$ cat src/rtl/multicycle_ctrl_if.sv
// Control bundle between the multicycle MIPS main FSM and its datapath.
// master = controller, slave = datapath side.
interface multicycle_ctrl_if #(
  parameter int STATE_W = 4
);
  logic [5:0]         opcode;
  logic [5:0]         funct;
  logic               overflow;
  logic               mem_ready;
  logic               PCWrite;
  logic               PCWriteCond;
  logic               IorD;
  logic               MemRead;
  logic               MemWrite;
  logic               IRWrite;
  logic               MemtoReg;
  logic               RegDst;
  logic               RegWrite;
  logic               ALUSrcA;
  logic               EPCWrite;
  logic               CauseWrite;
  logic [2:0]         ALUSrcB;
  logic [1:0]         ALUOp;
  logic [1:0]         PCSource;
  logic [1:0]         cause;
  logic [STATE_W-1:0] state_o;

  modport master (
    input  opcode, funct, overflow, mem_ready,
    output PCWrite, PCWriteCond, IorD, MemRead,
    output MemWrite, IRWrite, MemtoReg, RegDst,
    output RegWrite, ALUSrcA, EPCWrite, CauseWrite,
    output ALUSrcB, ALUOp, PCSource, cause, state_o
  );

  modport slave (
    output opcode, funct, overflow, mem_ready,
    input  PCWrite, PCWriteCond, IorD, MemRead,
    input  MemWrite, IRWrite, MemtoReg, RegDst,
    input  RegWrite, ALUSrcA, EPCWrite, CauseWrite,
    input  ALUSrcB, ALUOp, PCSource, cause, state_o
  );
endinterface

$ cat src/rtl/multicycle_ctrl.sv
// Main control FSM of the multicycle MIPS core: fetch/decode/execute
// sequencing, memory-ready stalls with timeout, and exception entry.
module multicycle_ctrl #(
  parameter int MEM_TIMEOUT = 16,
  parameter int STATE_W     = 4
) (
  input logic              clk,
  input logic              reset_n,
  multicycle_ctrl_if.master bus
);

  localparam int CNT_W = $clog2(MEM_TIMEOUT);

  typedef enum logic [STATE_W-1:0] {
    FETCH, DECODE, R_EXEC, R_WB,
    ADDI_EXEC, ADDI_WB, MEM_ADDR, MEM_READ,
    MEM_WRITE, MEM_WB, BRANCH, JUMP,
    JR, EXCEPT
  } state_t;

  state_t     state, nxt;
  logic [1:0] cause_q, nxt_cause;
  logic [CNT_W-1:0] cnt;

  logic wait_st;
  logic timeout;
  logic op_r, op_jr, op_ls, op_beq, op_j, op_addi;

  assign wait_st = (state == FETCH) ||
                   (state == MEM_READ) ||
                   (state == MEM_WRITE);
  // last tolerated stall cycle: the next one would reach MEM_TIMEOUT-1
  assign timeout = wait_st && !bus.mem_ready &&
                   (cnt == CNT_W'(MEM_TIMEOUT - 2));

  assign op_r    = bus.opcode == 6'h00;
  assign op_jr   = op_r && (bus.funct == 6'h08);
  assign op_ls   = (bus.opcode == 6'h23) ||
                   (bus.opcode == 6'h2B);
  assign op_beq  = bus.opcode == 6'h04;
  assign op_j    = bus.opcode == 6'h02;
  assign op_addi = bus.opcode == 6'h08;

  always_ff @(posedge clk or negedge reset_n) begin
    if (!reset_n) begin
      state   <= FETCH;
      cause_q <= 2'b00;
      cnt     <= '0;
    end else begin
      state   <= nxt;
      cause_q <= nxt_cause;
      if (nxt != state)
        cnt <= '0;
      else if (wait_st && !bus.mem_ready)
        cnt <= cnt + 1'b1;
    end
  end

  always_comb begin
    nxt       = state;
    nxt_cause = cause_q;
    unique case (state)
      FETCH: begin
        if (bus.mem_ready) begin
          nxt = DECODE;
        end else if (timeout) begin
          nxt       = EXCEPT;
          nxt_cause = 2'b10;
        end
      end
      DECODE: begin
        unique case (1'b1)
          op_jr:          nxt = JR;
          op_r && !op_jr: nxt = R_EXEC;
          op_ls:          nxt = MEM_ADDR;
          op_beq:         nxt = BRANCH;
          op_j:           nxt = JUMP;
          op_addi:        nxt = ADDI_EXEC;
          default: begin
            nxt       = EXCEPT;
            nxt_cause = 2'b01;
          end
        endcase
      end
      R_EXEC, ADDI_EXEC: begin
        if (bus.overflow) begin
          nxt       = EXCEPT;
          nxt_cause = 2'b00;
        end else begin
          nxt = (state == R_EXEC) ? R_WB : ADDI_WB;
        end
      end
      MEM_ADDR:
        nxt = (bus.opcode == 6'h23) ? MEM_READ : MEM_WRITE;
      MEM_READ, MEM_WRITE: begin
        if (bus.mem_ready) begin
          nxt = (state == MEM_READ) ? MEM_WB : FETCH;
        end else if (timeout) begin
          nxt       = EXCEPT;
          nxt_cause = 2'b10;
        end
      end
      R_WB, ADDI_WB, MEM_WB,
      BRANCH, JUMP, JR, EXCEPT:
        nxt = FETCH;
      default:
        nxt = FETCH;
    endcase
  end

  always_comb begin
    bus.PCWrite     = 1'b0;
    bus.PCWriteCond = 1'b0;
    bus.IorD        = 1'b0;
    bus.MemRead     = 1'b0;
    bus.MemWrite    = 1'b0;
    bus.IRWrite     = 1'b0;
    bus.MemtoReg    = 1'b0;
    bus.RegDst      = 1'b0;
    bus.RegWrite    = 1'b0;
    bus.ALUSrcA     = 1'b0;
    bus.EPCWrite    = 1'b0;
    bus.CauseWrite  = 1'b0;
    bus.ALUSrcB     = 3'b000;
    bus.ALUOp       = 2'b00;
    bus.PCSource    = 2'b00;
    bus.cause       = 2'b00;
    bus.state_o     = state;
    unique case (state)
      FETCH: begin
        // held in reset: FETCH values, but nothing is latched
        bus.MemRead = 1'b1;
        bus.ALUSrcB = 3'b001;
        bus.IRWrite = bus.mem_ready & reset_n;
        bus.PCWrite = bus.mem_ready & reset_n;
      end
      DECODE: bus.ALUSrcB = 3'b011;
      R_EXEC: begin
        bus.ALUSrcA = 1'b1;
        bus.ALUOp   = 2'b10;
      end
      R_WB: begin
        bus.RegDst   = 1'b1;
        bus.RegWrite = 1'b1;
      end
      ADDI_EXEC, MEM_ADDR: begin
        bus.ALUSrcA = 1'b1;
        bus.ALUSrcB = 3'b010;
      end
      ADDI_WB: bus.RegWrite = 1'b1;
      MEM_READ: begin
        bus.MemRead = 1'b1;
        bus.IorD    = 1'b1;
      end
      MEM_WRITE: begin
        bus.MemWrite = 1'b1;
        bus.IorD     = 1'b1;
      end
      MEM_WB: begin
        bus.MemtoReg = 1'b1;
        bus.RegWrite = 1'b1;
      end
      BRANCH: begin
        bus.ALUSrcA     = 1'b1;
        bus.ALUOp       = 2'b01;
        bus.PCWriteCond = 1'b1;
        bus.PCSource    = 2'b01;
      end
      JUMP: begin
        bus.PCWrite  = 1'b1;
        bus.PCSource = 2'b10;
      end
      JR: begin
        bus.ALUSrcA = 1'b1;
        bus.PCWrite = 1'b1;
      end
      EXCEPT: begin
        bus.EPCWrite   = 1'b1;
        bus.CauseWrite = 1'b1;
        bus.PCWrite    = 1'b1;
        bus.PCSource   = 2'b11;
        bus.cause      = cause_q;
      end
      default: ;
    endcase
  end

endmodule
$ cat src/flat_wrapper.sv
// flat-port wrapper written by rule: the top's interface ports become plain ports
module multicycle_ctrl_flat 
#(
  parameter int MEM_TIMEOUT = 16,
  parameter int STATE_W     = 4
)
  (clk, reset_n, bus_opcode, bus_funct, bus_overflow, bus_mem_ready, bus_PCWrite, bus_PCWriteCond, bus_IorD, bus_MemRead, bus_MemWrite, bus_IRWrite, bus_MemtoReg, bus_RegDst, bus_RegWrite, bus_ALUSrcA, bus_EPCWrite, bus_CauseWrite, bus_ALUSrcB, bus_ALUOp, bus_PCSource, bus_cause, bus_state_o);
  multicycle_ctrl_if #(.STATE_W(STATE_W)) bus_i ();
  input logic clk;
  input logic reset_n;
  input wire logic [$bits(bus_i.opcode)-1:0] bus_opcode;
  input wire logic [$bits(bus_i.funct)-1:0] bus_funct;
  input wire logic [$bits(bus_i.overflow)-1:0] bus_overflow;
  input wire logic [$bits(bus_i.mem_ready)-1:0] bus_mem_ready;
  output wire logic [$bits(bus_i.PCWrite)-1:0] bus_PCWrite;
  output wire logic [$bits(bus_i.PCWriteCond)-1:0] bus_PCWriteCond;
  output wire logic [$bits(bus_i.IorD)-1:0] bus_IorD;
  output wire logic [$bits(bus_i.MemRead)-1:0] bus_MemRead;
  output wire logic [$bits(bus_i.MemWrite)-1:0] bus_MemWrite;
  output wire logic [$bits(bus_i.IRWrite)-1:0] bus_IRWrite;
  output wire logic [$bits(bus_i.MemtoReg)-1:0] bus_MemtoReg;
  output wire logic [$bits(bus_i.RegDst)-1:0] bus_RegDst;
  output wire logic [$bits(bus_i.RegWrite)-1:0] bus_RegWrite;
  output wire logic [$bits(bus_i.ALUSrcA)-1:0] bus_ALUSrcA;
  output wire logic [$bits(bus_i.EPCWrite)-1:0] bus_EPCWrite;
  output wire logic [$bits(bus_i.CauseWrite)-1:0] bus_CauseWrite;
  output wire logic [$bits(bus_i.ALUSrcB)-1:0] bus_ALUSrcB;
  output wire logic [$bits(bus_i.ALUOp)-1:0] bus_ALUOp;
  output wire logic [$bits(bus_i.PCSource)-1:0] bus_PCSource;
  output wire logic [$bits(bus_i.cause)-1:0] bus_cause;
  output wire logic [$bits(bus_i.state_o)-1:0] bus_state_o;
  assign bus_i.opcode = bus_opcode;
  assign bus_i.funct = bus_funct;
  assign bus_i.overflow = bus_overflow;
  assign bus_i.mem_ready = bus_mem_ready;
  assign bus_PCWrite = bus_i.PCWrite;
  assign bus_PCWriteCond = bus_i.PCWriteCond;
  assign bus_IorD = bus_i.IorD;
  assign bus_MemRead = bus_i.MemRead;
  assign bus_MemWrite = bus_i.MemWrite;
  assign bus_IRWrite = bus_i.IRWrite;
  assign bus_MemtoReg = bus_i.MemtoReg;
  assign bus_RegDst = bus_i.RegDst;
  assign bus_RegWrite = bus_i.RegWrite;
  assign bus_ALUSrcA = bus_i.ALUSrcA;
  assign bus_EPCWrite = bus_i.EPCWrite;
  assign bus_CauseWrite = bus_i.CauseWrite;
  assign bus_ALUSrcB = bus_i.ALUSrcB;
  assign bus_ALUOp = bus_i.ALUOp;
  assign bus_PCSource = bus_i.PCSource;
  assign bus_cause = bus_i.cause;
  assign bus_state_o = bus_i.state_o;
  multicycle_ctrl #(.MEM_TIMEOUT(MEM_TIMEOUT), .STATE_W(STATE_W)) u_core (.clk(clk), .reset_n(reset_n), .bus(bus_i));
endmodule
$ cat config.mk
export PLATFORM = sky130hd
export DESIGN_NAME = multicycle_ctrl_flat
export DESIGN_NICKNAME = d
export VERILOG_FILES = /design/src/rtl/multicycle_ctrl_if.sv /design/src/rtl/multicycle_ctrl.sv /design/src/flat_wrapper.sv
export SDC_FILE = /design/constraint.sdc
export NUM_CORES = 1
export LEC_CHECK = 0
export ABC_AREA = 1
export BUFFER_PORTS_ARGS = -buffer_cell sky130_fd_sc_hd__buf_2
export CAP_MARGIN = 5
export CORE_UTILIZATION = 48
export DETAILED_ROUTE_END_ITERATION = 10
export PLACE_DENSITY = 0.79
export SLEW_MARGIN = 30
export SYNTH_ARGS = -nofsm -noshare
export SYNTH_HDL_FRONTEND = slang
export SYNTH_SLANG_ARGS = --single-unit
$ cat constraint.sdc
create_clock -name clk -period 1.8 [get_ports clk]
set_input_delay 0.18 -clock clk [delete_from_list [all_inputs] [get_ports clk]]
set_output_delay 0.18 -clock clk [all_outputs]
set_load 0.05 [all_outputs]
==> results of run 1 <==
==> worst paths after layout <==
path	from	endpoint	slack [ns]	depth (start not counted)
worst min register to register	u_core.cause_q[1]	u_core.cause_q[1]	0.48	2
worst min-delay path	reset_n	u_core.cause_q[1]	0.31	2
min in group clk	bus_overflow	u_core.bus.state_o[3]	0.32	5
worst max register to register	u_core.bus.state_o[2]	u_core.cnt[2]	0.09	11
worst max-delay path	u_core.bus.state_o[0]	bus_ALUSrcA	0.04	5
max in group asynchronous	reset_n	u_core.bus.state_o[0]	1.25	2
==> synthesized netlist by cell type <==
cell	count
sky130_fd_sc_hd__inv_1	24
sky130_fd_sc_hd__nor2_4	1
sky130_fd_sc_hd__or2_1	1
sky130_fd_sc_hd__nand2_2	3
sky130_fd_sc_hd__a21oi_1	4
sky130_fd_sc_hd__nand3_4	1
sky130_fd_sc_hd__o31ai_2	1
sky130_fd_sc_hd__dfrtp_1	10
sky130_fd_sc_hd__o21ai_0	5
sky130_fd_sc_hd__nor3_1	1
sky130_fd_sc_hd__buf_2	1
sky130_fd_sc_hd__xnor2_1	1
sky130_fd_sc_hd__o211ai_1	1
sky130_fd_sc_hd__nand4_1	4
sky130_fd_sc_hd__nor2_1	31
sky130_fd_sc_hd__xor2_1	1
sky130_fd_sc_hd__nor2_2	8
sky130_fd_sc_hd__inv_2	4
sky130_fd_sc_hd__conb_1	1
sky130_fd_sc_hd__nand2_1	39
sky130_fd_sc_hd__nand3_2	2
sky130_fd_sc_hd__nand2_4	1
sky130_fd_sc_hd__ha_1	2
sky130_fd_sc_hd__nand3_1	23
sky130_fd_sc_hd__buf_4	3
==> worst max-delay path, cell delays in order (launching register included) <==
cell                       delay, ns
sky130_fd_sc_hd__dfrtp_2        0.45
sky130_fd_sc_hd__buf_4          0.16
sky130_fd_sc_hd__nor2_4         0.15
sky130_fd_sc_hd__inv_2          0.09
sky130_fd_sc_hd__o211ai_1       0.19
sky130_fd_sc_hd__clkbuf_4       0.26
==> repair_timing <==
action,CTS,global route
pin swaps,0,6
endpoints found under the hold margin,10,0
hold buffers,1,0
setup endpoints to repair,6,11
buffers inserted,0,13
resized for setup,3,15
==> sequential cells by signal (all words and copies together) (netlist names) <==
register / count
u_core.bus.state_o: 4
u_core.cnt: 4
u_core.cause_q: 2
==> final cells by class <==
class	count	area share (%)
repair buffers	53	21.1
well taps	27	2.26
multi-input cells	131	50.8
inverters	28	7.03
clock buffers	4	1.76
flip-flops and latches	10	17.1
==> metrics by stage <==
step / util (%) / total power [mW] / cells / instance area [sq um] / setup TNS (ns)
2_1_floorplan: - / 1.85 / 173 / 1110 / -0.102
6_report: 74.7 / 2.66 / 253 / 1500 / 0
5_1_grt: 74.7 / 2.83 / 253 / 1500 / -0.260
4_1_cts: 67.4 / 2.34 / 240 / 1350 / 0
3_3_place_gp: 65.1 / 2.16 / 235 / 1300 / 0
3_5_place_dp: 65.1 / 2.16 / 235 / 1300 / 0
==> cell families after synthesis <==
kind of cell / synth area share (%)
AND/OR/NAND/NOR: 52.4
other: 0.362
XOR/XNOR: 1.69
adder cells (fa/ha/maj): 2.41
AO/OA/AOI/OAI: 6.27
flip-flops: 24.1
buffers and inverters: 12.8
==> power by group through the flow <==
stage / clock network [mW] / logic [mW] / registers [mW]
2_1_floorplan: 0 / 1.36 / 0.487
3_3_place_gp: 0 / 1.75 / 0.412
3_5_place_dp: 0 / 1.75 / 0.414
4_1_cts: 0.165 / 1.76 / 0.417
5_1_grt: 0.179 / 2.24 / 0.409
6_report: 0.160 / 2.10 / 0.404
==> layout by cell type, fill, tap and decap left out, drive strengths merged <==
master / synthesis / layout
a21oi: 4 / 4
buf: 4 / 47
clkbuf: 0 / 9
conb: 1 / 1
dfrtp: 10 / 10
dlygate4sd3: 0 / 1
ha: 2 / 2
inv: 28 / 28
nand2: 43 / 43
nand3: 26 / 26
nand4: 4 / 4
nor2: 40 / 40
nor3: 1 / 1
o211ai: 1 / 1
o21ai: 5 / 5
o31ai: 1 / 1
or2: 1 / 1
xnor2: 1 / 1
xor2: 1 / 1
==> layer usage <==
layer | global-route usage [%] | up-vias | part of all wire, %
li1 | - | 653 | -
met1 | 29.2 | 567 | 42
met2 | 42.7 | 63 | 50
met3 | 3.14 | 12 | 6.2
met4 | 2.94 | 0 | 2.5
met5 | 0 | - | 0
==> metrics.log, run 1 <==
INFO  metric vias_in_the_first_global_route = 1057
INFO  metric fp.dieH = 48.5 microns
INFO  metric floorplan.die_area = 2350 sq um
INFO  metric antennaDiodeCount = 0
INFO  metric outcome = completed
INFO  metric clock_latency = 0.27 ns
INFO  metric post-route-min-period = 1.76 ns
INFO  metric avgViaCountPerCell = 5.12
INFO  metric post-synth-top-area-fraction = 24.1%
INFO  metric fraction_of_final_layout_cells_with_drive_strength_greater_than_1 = 44.2%
INFO  metric clock_tree.htree_level_count = 1
INFO  metric syn-mean-instance-area = 6.00 sq um
INFO  metric antenna_found_initial = 0
INFO  metric worst_hold_path_type = in2async
INFO  metric pwr-share-comb = 78.8%
INFO  metric yosysUniqueCellTypes = 25
INFO  metric worstSetupPathType = reg2out
INFO  metric drt_iter0_drc = 26
INFO  metric drt_pre_antenna_iters = 4
INFO  metric routedWlPerCell = 11.9 microns
INFO  metric sequential_share_of_the_synthesized_area = 24.1%
INFO  metric final_min_period_over_clock_period = 97.6%
INFO  metric timing.final.ws_setup = 0.0440 ns
INFO  metric p_leak = 0.893 nW
INFO  metric cts.clk_slew.worst_paths = 0.07 ns
INFO  metric cts.root.buffer_cell = sky130_fd_sc_hd__clkbuf_4
INFO  metric number_of_warnings_printed_during_yosys_synthesis = 0
INFO  metric num_vias = 1295
INFO  metric antenna_violating_nets_post_route = 0
INFO  metric critPathRequiredTime = 1.62 ns
INFO  metric floorplan.rows = 16
INFO  metric tritoncts.num_buffers = 3
INFO  metric pwr-share-clk = 6.0%
INFO  metric synth_area_leader_cell = sky130_fd_sc_hd__dfrtp_1
INFO  metric worstPathArrival = 1.58 ns
INFO  metric grt-ovfl-total = 0
INFO  metric port-buffer-count = 39
INFO  metric cp-start-kind = register
INFO  metric net_count_synth = 191
INFO  metric fin_worst_skew = 0.0118 ns
INFO  metric wire_length_of_the_first_global_routing_pass = 4350 microns
INFO  metric layout-area-overhead-vs-synth = 44.1%
INFO  metric setup_viol = 0
INFO  metric total_track_usage = 23.1%
INFO  metric core = 2000 sq um
INFO  metric ys_seq_elements = 10
INFO  metric powerDensity = 1780 nW/um^2
INFO  metric share_seq_of_total_power = 15.2%
INFO  metric tritoncts = yes
INFO  metric die_width = 48.5 microns
INFO  metric routed_wl = 3020 microns
INFO  metric multi_input_area = 759 sq um
INFO  metric maxCapViolCount = 0
INFO  metric cts_sinks = 10
INFO  metric swShare = 61.9%
INFO  metric finalHoldWorstSlack = 0.312 ns
INFO  metric timing.critical_path.fanout_max = 5
INFO  metric start_util = 51.8%
INFO  metric post_synth_inst_count = 173
INFO  metric fmaxAchievable = 569 MHz
INFO  metric cts_buffer_depth = 2
INFO  metric power_switching = 1.65 mW
INFO  metric post-place-ws = 0.00704 ns
INFO  metric maximum_number_of_pins_on_one_net_before_global_route_repair = 12
INFO  metric cell_internal_pwr = 1.01 mW
INFO  metric pin_count = 41
INFO  metric synth.top_cells.by_area = sky130_fd_sc_hd__dfrtp_1 (24%), sky130_fd_sc_hd__nand2_1 (14%), sky130_fd_sc_hd__nor2_1 (11%)
INFO  metric timing.final.hold_violations = 0
INFO  metric gp_congestion = 0.935
INFO  metric critical_path.endpoint_type = output pin
INFO  metric remaining_drc_errors = 0
INFO  metric final_nets = 245
INFO  metric timing.final.max_slew_violations = 0
INFO  metric fillers = 171
INFO  metric irDropWorstVdd = 0.00115 V
INFO  metric syn-cell-area = 1040 sq um
INFO  metric hpwl = 2130 microns
INFO  metric regArea = 255 sq um
Power figures use the tool's default switching activity.
==> run 2: changes to the inputs <==
Settings changed: CTS_BUF_LIST from default to sky130_fd_sc_hd__clkbuf_8 sky130_fd_sc_hd__clkbuf_16.
==> run 2 against run 1 <==
Against the previous run: fmax is 1.6% lower; via count fell by 0.62%; clock power increased by 50%; setup slack lost 0.029 ns; sequential share of layout area about the same; count of clock-buffer cells in the layout fell by 1; wire length rose by 3.4%; cell count fell by 0.40%; first-iteration DRC count up 73%; power rose by 2.1%; die area unchanged; critical endpoint is now bus_PCWrite; largest cell class unchanged; largest power group unchanged.
==> metrics.log, run 2 (synthesis results as in run 1) <==
INFO  metric outcome = completed (unchanged)
INFO  metric fmaxAchievable = 560 MHz (was 569 MHz)
INFO  metric routedWlPerCell = 12.4 microns (was 11.9 microns)
INFO  metric fin_worst_skew = 0.0102 ns (was 0.0118 ns)
INFO  metric timing.final.max_slew_violations = 0 (unchanged)
INFO  metric drt_iter0_drc = 45 (was 26)
INFO  metric irDropWorstVdd = 0.00131 V (was 0.00115 V)
INFO  metric num_vias = 1287 (was 1295)
INFO  metric regArea = 255 sq um (unchanged)
INFO  metric avgViaCountPerCell = 5.11 (was 5.12)
INFO  metric clock_latency = 0.24 ns (was 0.27 ns)
INFO  metric tritoncts = yes (unchanged)
INFO  metric p_leak = 0.899 nW (was 0.893 nW)
INFO  metric maximum_number_of_pins_on_one_net_before_global_route_repair = 12 (unchanged)
INFO  metric critical_path.endpoint_type = output pin (unchanged)
INFO  metric clock_tree.htree_level_count = 1 (unchanged)
INFO  metric post-route-min-period = 1.78 ns (was 1.76 ns)
INFO  metric antenna_violating_nets_post_route = 0 (unchanged)
INFO  metric cell_internal_pwr = 1.05 mW (was 1.01 mW)
INFO  metric wire_length_of_the_first_global_routing_pass = 4440 microns (was 4350 microns)
INFO  metric fraction_of_final_layout_cells_with_drive_strength_greater_than_1 = 43.6% (was 44.2%)
INFO  metric worstPathArrival = 1.60 ns (was 1.58 ns)
INFO  metric gp_congestion = 0.935 (unchanged)
INFO  metric swShare = 61.2% (was 61.9%)
INFO  metric critPathRequiredTime = 1.62 ns (about the same)
INFO  metric maxCapViolCount = 0 (unchanged)
INFO  metric floorplan.die_area = 2350 sq um (unchanged)
INFO  metric port-buffer-count = 39 (unchanged)
INFO  metric routed_wl = 3120 microns (was 3020 microns)
INFO  metric pin_count = 41 (unchanged)
INFO  metric core = 2000 sq um (unchanged)
INFO  metric antenna_found_initial = 0 (unchanged)
INFO  metric total_track_usage = 23.7% (was 23.1%)
INFO  metric multi_input_area = 756 sq um (was 759 sq um)
INFO  metric layout-area-overhead-vs-synth = 44.4% (was 44.1%)
INFO  metric vias_in_the_first_global_route = 1066 (was 1057)
INFO  metric final_min_period_over_clock_period = 99.1% (was 97.6%)
INFO  metric setup_viol = 0 (unchanged)
INFO  metric cts_sinks = 10 (unchanged)
INFO  metric tritoncts.num_buffers = 3 (unchanged)
INFO  metric fp.dieH = 48.5 microns (unchanged)
INFO  metric worstSetupPathType = reg2out (unchanged)
INFO  metric drt_pre_antenna_iters = 4 (unchanged)
INFO  metric final_nets = 244 (was 245)
INFO  metric antennaDiodeCount = 0 (unchanged)
INFO  metric p_total = 2.72 mW (was 2.66 mW)
INFO  metric worst_hold_path_type = in2async (unchanged)
INFO  metric cts.root.buffer_cell = sky130_fd_sc_hd__clkbuf_8 (was sky130_fd_sc_hd__clkbuf_4)
INFO  metric share_seq_of_total_power = 15.2% (about the same)
INFO  metric mostFrequentLayoutCells = sky130_fd_sc_hd__buf_2 (35), sky130_fd_sc_hd__nand2_1 (32), sky130_fd_sc_hd__nor2_1 (25) (was sky130_fd_sc_hd__buf_2 (33), sky130_fd_sc_hd__nand2_1 (32), sky130_fd_sc_hd__nor2_1 (25))
INFO  metric layout.cells.most_common = sky130_fd_sc_hd__buf_2 (unchanged)
INFO  metric powerDensity = 1810 nW/um^2 (was 1780 nW/um^2)
INFO  metric cp-start-kind = register (unchanged)
INFO  metric timing.final.hold_violations = 0 (unchanged)
INFO  metric worst_r2r_endpoint = u_core.cause_q[0] (was u_core.cnt[2])
INFO  metric pwr-share-comb = 76.0% (was 78.8%)
INFO  metric fillers = 163 (was 171)
INFO  metric layoutNonFillerInstCount = 252 (was 253)
INFO  metric floorplan.rows = 16 (unchanged)
INFO  metric regToRegSetupSlack = 0.08 ns (was 0.09 ns)
INFO  metric pwr-share-clk = 8.8% (was 6.0%)
INFO  metric worstReg2RegStart = u_core.bus.state_o[2] (unchanged)
INFO  metric die_width = 48.5 microns (unchanged)
INFO  metric timing.critical_path.fanout_max = 6 (was 5)
INFO  metric remaining_drc_errors = 0 (unchanged)
INFO  metric cts.clk_slew.worst_paths = 0.05 ns (was 0.07 ns)
INFO  metric start_util = 51.8% (unchanged)
INFO  metric power_switching = 1.66 mW (was 1.65 mW)
INFO  metric worstRegToRegCells = 9 (was 11)
INFO  metric dp.cells = 235 (unchanged)
INFO  metric cts_buffer_depth = 2 (unchanged)
INFO  metric grt-ovfl-total = 0 (unchanged)
INFO  metric hpwl = 2130 microns (unchanged)
-- run 2: cell count changes in the layout (fill, tap and decap cells not counted), sizes merged --
cell | previous run | this run
clkbuf | 9 | 8
inv | 28 | 29
buf | 47 | 46
-- run 2: routing by layer --
layer,wire length [microns],vias up,track usage (%)
met5,0,-,0
met4,34,0,2.94
met3,206,4,4.09
met2,1550,72,42.5
met1,1320,564,30.7
li1,-,647,-
-- run 2: area by class of cell --
type | count | share of cell area, %
clock inverter | 1 | 0.251
multi-input combinational | 131 | 50.5
clock buffer | 3 | 2.76
sequential | 10 | 17.0
tap | 27 | 2.26
timing repair buffer | 52 | 20.2
inverter | 28 | 7.02
-- run 2: worst max path at each step --
stage,end,depth (start not counted),slack (ns),start
2_1_floorplan,bus_ALUSrcA,4,-0.08,u_core.bus.state_o[1]
5_1_grt,u_core.cnt[2],12,-0.05,u_core.bus.state_o[0]
3_3_place_gp,u_core.cnt[0],11,0.008,u_core.bus.state_o[3]
6_report,bus_PCWrite,6,0.02,u_core.bus.state_o[0]
4_1_cts,bus_cause[1],6,0.02,u_core.bus.state_o[1]
3_5_place_dp,u_core.cnt[1],11,0.007,u_core.bus.state_o[3]
-- run 2: through the flow --
stage          cell area [sq um]  setup slack, ns  TNS (ns)  hold WS [ns]  util (%)
6_report                    1500           0.0154         0         0.344      74.8
5_1_grt                     1500          -0.0548    -0.245         0.375      74.8
4_1_cts                     1360           0.0197         0         0.351      68.1
3_5_place_dp                1300          0.00704         0        0.0623      65.1
3_3_place_gp                1300          0.00771         0        0.0546      65.1
2_1_floorplan               1110          -0.0751    -0.102        -0.116         -
-- run 2: what timing repair did --
item / 4_1_cts / 5_1_grt
cloned: 0 / 0
buffers inserted: 0 / 12
pin swaps: 0 / 4
hold buffers: 1 / 0
hold endpoints to repair: 10 / 0
resized for setup: 1 / 14
setup endpoints to repair: 4 / 10
-- run 2: critical path: stages, from the launching register on --
cell                       delay, ns
sky130_fd_sc_hd__dfrtp_2        0.47
sky130_fd_sc_hd__buf_4          0.17
sky130_fd_sc_hd__nand2_2        0.14
sky130_fd_sc_hd__nor2_4         0.07
sky130_fd_sc_hd__a21oi_1        0.21
sky130_fd_sc_hd__nand3_2        0.09
sky130_fd_sc_hd__clkbuf_4       0.22
-- run 2: power by group through the flow --
stage	Combinational, mW	Sequential, mW	Clock, mW
after global routing	2.20	0.418	0.256
final	2.06	0.412	0.240
after detailed placement	1.75	0.414	0
after floorplan	1.36	0.487	0
after CTS	1.76	0.418	0.238
after global placement	1.75	0.412	0
